[src/rtl/geometry_residual_encoder.sv]
// Encoder side of the LiDAR geometry saturating adder: emits per-axis residuals
// sat(point - pred) against the previous reconstructed point, with valid/ready on both sides.
module geometry_residual_encoder #(
    parameter int CNT_W = 16
) (
    input  logic              clk,
    input  logic              rst,
    input  logic              in_valid,
    output logic              in_ready,
    input  logic [95:0]       in_point,
    input  logic              in_sof,
    output logic              out_valid,
    input  logic              out_ready,
    output logic [95:0]       out_res,
    output logic              out_sof,
    output logic [2:0]        out_sat,
    output logic [CNT_W-1:0]  point_cnt,
    output logic [CNT_W-1:0]  sat_cnt
);
    localparam int DATA_W = 32;
    localparam int AXES   = 3;

    function automatic logic signed [DATA_W-1:0] sat_clamp(input logic signed [DATA_W:0] v);
        if (v[DATA_W] != v[DATA_W-1])
            return v[DATA_W] ? {1'b1, {(DATA_W-1){1'b0}}} : {1'b0, {(DATA_W-1){1'b1}}};
        return v[DATA_W-1:0];
    endfunction

    function automatic logic [CNT_W-1:0] cnt_inc(input logic [CNT_W-1:0] c, input logic en);
        return (en && !(&c)) ? c + 1'b1 : c;
    endfunction

    logic signed [DATA_W-1:0] pred_p0  [AXES];
    logic signed [DATA_W-1:0] pt_c     [AXES];
    logic signed [DATA_W-1:0] pe_c     [AXES];
    logic signed [DATA_W:0]   d_c      [AXES];
    logic signed [DATA_W-1:0] res_c    [AXES];
    logic signed [DATA_W-1:0] recon_c  [AXES];
    logic        [AXES-1:0]   sat_c;

    logic [AXES*DATA_W-1:0]   res_p0;
    logic                     vld_p0;
    logic                     sof_p0;
    logic [AXES-1:0]          sat_p0;
    logic [CNT_W-1:0]         point_cnt_p0;
    logic [CNT_W-1:0]         sat_cnt_p0;
    logic                     accept;

    assign in_ready = !vld_p0 || out_ready;
    assign accept   = in_valid && in_ready;

    // Residual and reconstruction; a frame start codes against a zero predictor.
    always_comb begin
        pt_c    = '{default: '0};
        pe_c    = '{default: '0};
        d_c     = '{default: '0};
        res_c   = '{default: '0};
        recon_c = '{default: '0};
        sat_c   = '0;
        for (int a = 0; a < AXES; a++) begin
            pt_c[a]    = in_point[a*DATA_W +: DATA_W];
            pe_c[a]    = in_sof ? '0 : pred_p0[a];
            d_c[a]     = {pt_c[a][DATA_W-1], pt_c[a]} - {pe_c[a][DATA_W-1], pe_c[a]};
            res_c[a]   = sat_clamp(d_c[a]);
            sat_c[a]   = (d_c[a] != {res_c[a][DATA_W-1], res_c[a]});
            recon_c[a] = sat_clamp({pe_c[a][DATA_W-1], pe_c[a]} + {res_c[a][DATA_W-1], res_c[a]});
        end
    end

    // Stage p0: output register, predictor and frame counters.
    always_ff @(posedge clk or posedge rst) begin
        if (rst) begin
            vld_p0       <= 1'b0;
            res_p0       <= '0;
            sof_p0       <= 1'b0;
            sat_p0       <= '0;
            point_cnt_p0 <= '0;
            sat_cnt_p0   <= '0;
            for (int a = 0; a < AXES; a++) pred_p0[a] <= '0;
        end else if (accept) begin
            vld_p0 <= 1'b1;
            sof_p0 <= in_sof;
            sat_p0 <= sat_c;
            for (int a = 0; a < AXES; a++) begin
                res_p0[a*DATA_W +: DATA_W] <= res_c[a];
                pred_p0[a]                 <= recon_c[a];
            end
            if (in_sof) begin
                point_cnt_p0 <= CNT_W'(1);
                sat_cnt_p0   <= CNT_W'(|sat_c);
            end else begin
                point_cnt_p0 <= cnt_inc(point_cnt_p0, 1'b1);
                sat_cnt_p0   <= cnt_inc(sat_cnt_p0, |sat_c);
            end
        end else if (out_ready) begin
            vld_p0 <= 1'b0;
        end
    end

    assign out_valid = vld_p0;
    assign out_res   = res_p0;
    assign out_sof   = sof_p0;
    assign out_sat   = sat_p0;
    assign point_cnt = point_cnt_p0;
    assign sat_cnt   = sat_cnt_p0;

endmodule

[config.mk]
export PLATFORM = sky130hd
export DESIGN_NAME = geometry_residual_encoder
export DESIGN_NICKNAME = d
export VERILOG_FILES = /design/src/rtl/geometry_residual_encoder.sv
export SDC_FILE = /design/constraint.sdc
export NUM_CORES = 1
export LEC_CHECK = 0
export ABC_CLOCK_PERIOD_IN_PS = 9300
export CAP_MARGIN = 20
export CORE_MARGIN = 5
export CORE_UTILIZATION = 40
export CTS_BUF_LIST = sky130_fd_sc_hd__clkbuf_8 sky130_fd_sc_hd__clkbuf_16
export DETAILED_ROUTE_END_ITERATION = 6
export PLACE_DENSITY_LB_ADDON = 0.25
export SKIP_CTS_REPAIR_TIMING = 1
export SYNTH_ARGS = -nofsm -noshare
export SYNTH_HDL_FRONTEND = slang
export SYNTH_SLANG_ARGS = --single-unit
[constraint.sdc]
create_clock -name clk -period 9.3 [get_ports clk]
set_input_delay 1.86 -clock clk [delete_from_list [all_inputs] [get_ports clk]]
set_output_delay 1.86 -clock clk [all_outputs]
set_load 0.02 [all_outputs]
# [After elaboration in Yosys (flattened, before gate mapping)]
# Cells that the tools add are included.
[classes] n_addsub=8 eq_ne=10 mux=33 n_reduce_logical=12
[ops] cell="2-to-1 mux 32 bit" count=21
[ops] cell="adder 32 x 32 -> 33 bit" count=3
[ops] cell="!= test 33 bit" count=3
[ops] cell="subtractor 32 x 32 -> 33 bit" count=3
[ops] cell="2-to-1 mux 16 bit" count=4
[ops] cell="adder 16 x 1 -> 16 bit, second input constant" count=2
[ops] cell="AND reduction 16 bit" count=2
[ops] cell="2-to-1 mux 1 bit" count=8
[ops] cell="!= test 1 bit" count=6
[ops] cell="AND reduction 2 bit" count=2
[ops] cell="nonzero test 2 bit" count=2
[ops] cell="OR reduction 3 bit" count=1
[ops] cell="logical AND 1 bit" count=2
[ops] cell="zero test 1 bit" count=2
[ops] cell="!= test 2 bit, second input constant" count=1
[ops] cell="logical OR 1 bit" count=1
[word_totals] regBits=229 inputBits=101 output_inout_bits=134 word_cells=72

# [Logic depth before layout (Yosys ltp)]
[depth] word_depth=10 depth_mapped=35 depth_no_buf=28

# [Worst setup path before layout]
# No wires, ideal clock.
[synth_timing] path_type="input -> register" from="in in_sof" to="reg pred_p0[93] in the netlist's numbering" setup_time_ps=126 arrival_ps=9034 required_time_ps=9174 setup_slack_ps=140 cell_stages=33 path_buffers=5 cell_sequence="clkbuf_1 -> clkbuf_1 -> nand2b_1 -> ha_1 -> a21o_1 -> a21o_1 -> a221o_1 -> o21ai_0 -> o31ai_1 -> a41o_1 -> o41a_1 -> a21o_1 -> a21o_1 -> xor2_1 -> ha_1 -> clkbuf_1 -> nand2_1 -> nand2_1 -> clkbuf_1 -> o21ai_0 -> ha_1 -> fa_1 -> a211oi_1 -> o21ai_0 -> o2111ai_1 -> a2111oi_0 -> o21ai_1 -> nand2_1 -> a211oi_1 -> a211o_1 -> clkbuf_1 -> a211oi_1 -> a221o_1"
[synth_lines] element="start: declaration" line_no="11" source="input logic in_sof,"
[synth_lines] element="end signal: indexed assignment" line_no="86" source="pred_p0[a] <= recon_c[a];"
[synth_lines] element="end: declaration" line_no="33" source="logic signed [DATA_W-1:0] pred_p0 [AXES];"

==> metrics.yaml <==
outcome:
  status: "finished, final reports clean"
die:
  num_rows: 83
  die_area_um2: 55800
  chipWidth_um: 236
  start_util_pct: 40.2
  die_h_um: 236
  pin_count: 235
  coreArea_um2: 51000
timing:
  whs_ns: 0.468
  drv_slew: 0
  slew_headroom_pct: 38.9
  tns_ns: 0
  worst_slew_pin_slew_ns: 0.917
  hold_viol: 0
  setup_viol: 0
  rsz0062_at_grt: "false"
  fin_crit_sh_pct: 94.2
  min_period_ns: 8.76
  fin_skew_ns: 0.0195
  fmax_ghz: 0.114
synthesis:
  ys_async_sr_fraction_pct: 100
  syn_nets: 2820
  synthFlopType: "dfrtp_1"
  seq_area_frac_synth_pct: 28.0
  syn_inst: 2514
  avgSynthCellArea_um2: 8.15
  synth-edff-count: 0
  synth-seq-cells: 229
  synth.cell_area_um2: 20500
  ys_types: 85
  ys_warn_count: 0
drt:
  post_drt_wl_per_cell_um: 18.6
  via_per_inst: 5.66
  postRouteAntennaNets: 0
  drc: 0
  wirelength_um: 64600
  num_vias: 19600
  first_pass_iters: 5
  drtIter0Drc: 1418
setup_path:
  cp_max_fo: 25
  end_kind: "flop"
  cpMaxStageDelayCell: "or4b_2"
  worstPathRequired_ns: 9.80
  crit_type: "in2reg"
  cp.arrival_ns: 9.26
  start_kind: "input port"
  cp_common_cell: "buf_4"
  critPathMaxStageDelay_ns: 0.63
placement:
  globalplace.congestion: 0.960
  place_area_um2: 24000
  dp_hpwl_um: 49000
  portBuffers: 234
layout:
  post-route-cell-area_um2: 25100
  antenna_cells_inserted: 0
  nets: 3077
  area_delta_synth_final_pct: 22.5
  post-route-util_pct: 49.2
  drive_gt1_share_pct: 8.34
clocking:
  clk_path_buf_depth: 3
  numCtsBuffers: 31
  cts.sinks: 229
  htreeDepth: 1
  clock_latency_ns: 0.59
  cts-root-buf: "clkbuf_16"
  cts_tree: "yes"
  clk_pin_slew_ns: 0.06
min_path:
  holdCritPathClass: "reg2reg"
job:
  cap_violations: 0
grt:
  antenna_found_initial: 3
  grt_use_total_pct: 22.2
  grt_pass1_vias: 19700
  grt_max_degree: 147
  grt_pass1_wl_um: 105000
  grt_overflow: 0
[worst max-delay path: cells and delay by family]
family / cells / cell delay [ns]
adders and majority gates: 3 / 1.04
buffers and inverters: 6 / 1.44
and+or+nand+nor: 8 / 1.69
xor gates and xnor gates: 1 / 0.17
AOI/OAI and AO/OA: 14 / 3.00
[routing by layer]
layer / vias up / track usage, % / share of wire (%)
li1: 9528 / - / -
met1: 9403 / 30.6 / 46
met2: 600 / 37.4 / 46
met3: 108 / 2.88 / 5.3
met4: 4 / 5.16 / 2.2
met5: - / 0 / 0.042
[metrics by stage]
step	cells	setup WS (ns)
after detailed placement	3417	-0.505
after global placement	3417	-0.284
after floorplan	2514	0.140
after global routing	3473	0.104
final	3473	0.538
after CTS	3472	0.0978
[Yosys cell counts (32+ instances only)]
library cell | n | area [um2]
nand2_1 | 305 | 1140
dfrtp_1 | 229 | 5730
o21ai_0 | 220 | 1100
ha_1 | 199 | 2490
a21oi_1 | 187 | 936
nor2_1 | 166 | 623
inv_1 | 149 | 559
nand2b_1 | 115 | 719
xnor2_1 | 96 | 841
xor2_1 | 90 | 788
a21o_1 | 80 | 601
clkbuf_1 | 79 | 297
mux2_2 | 51 | 574
o22ai_1 | 49 | 307
and3_1 | 32 | 200
[registers in the layout, summed over array words and instances, names as in the netlist]
signal	count
sat_cnt	16
out_sat	3
point_cnt	16
out_res	96
out_sof	1
pred_p0	96
out_valid	1
[logic make-up after synthesis]
| group | share of synthesized area (%) |
|---|---|
| fa+ha+maj | 13.3 |
| mux | 2.95 |
| buf+inv | 4.62 |
| flops | 28.0 |
| xor+xnor | 7.95 |
| compound gates | 24.6 |
| simple gates | 18.6 |
[cell type report]
type,instances,area [um2]
repair buffers,317,3030
multi-input cells,2042,13800
clock inverters,13,140
fillers,4906,25900
inverters,150,571
clock buffers,42,927
well taps,680,851
flip-flops and latches,229,5730
[placed cells by master, fill, tap and decap left out, types with 7 or more instances in the layout]
master           count
nor2b_1             23
and4_1               8
o22ai_2             10
o22ai_1             49
clkbuf_8            11
nor2_1             166
mux2_2              51
maj3_1              11
xor2_1              90
nor3_1              26
clkdlybuf4s50_1    233
dfrtp_1            229
nand2b_1           115
o21bai_1            21
o21ai_0            220
nand4_1             22
inv_1              153
o21a_1              21
ha_1               199
and3_1              32
xnor2_1             96
a21boi_0            12
o211ai_1            24
a21oi_1            187
a311oi_1             7
clkbuf_16           31
or3_1                9
a31oi_1             30
buf_4               77
and2_1              21
a211oi_1            28
nand2_1            305
o41ai_1              7
o31ai_1             13
a221o_1              7
nand3_1             29
a21o_1              80
[worst paths after layout]
kind                                         start                       to  slack, ns  depth (start not counted)
setup / recovery                            in_sof  pred_p0[53]$_DFFE_PP0P_       0.54                         32
hold / removal             out_res[56]$_DFFE_PP0P_  out_res[56]$_DFFE_PP0P_       0.47                          2
setup reg to reg           pred_p0[72]$_DFFE_PP0P_  pred_p0[78]$_DFFE_PP0P_       2.05                         28
hold reg to reg            out_res[56]$_DFFE_PP0P_  out_res[56]$_DFFE_PP0P_       0.47                          2
max in group asynchronous                      rst  out_res[63]$_DFFE_PP0P_       5.90                          3
min in group asynchronous                      rst  out_res[93]$_DFFE_PP0P_       1.89                          2
Power is not shown: default switching activity piles up to over one toggle a cycle in this logic, so the estimate is an artifact.
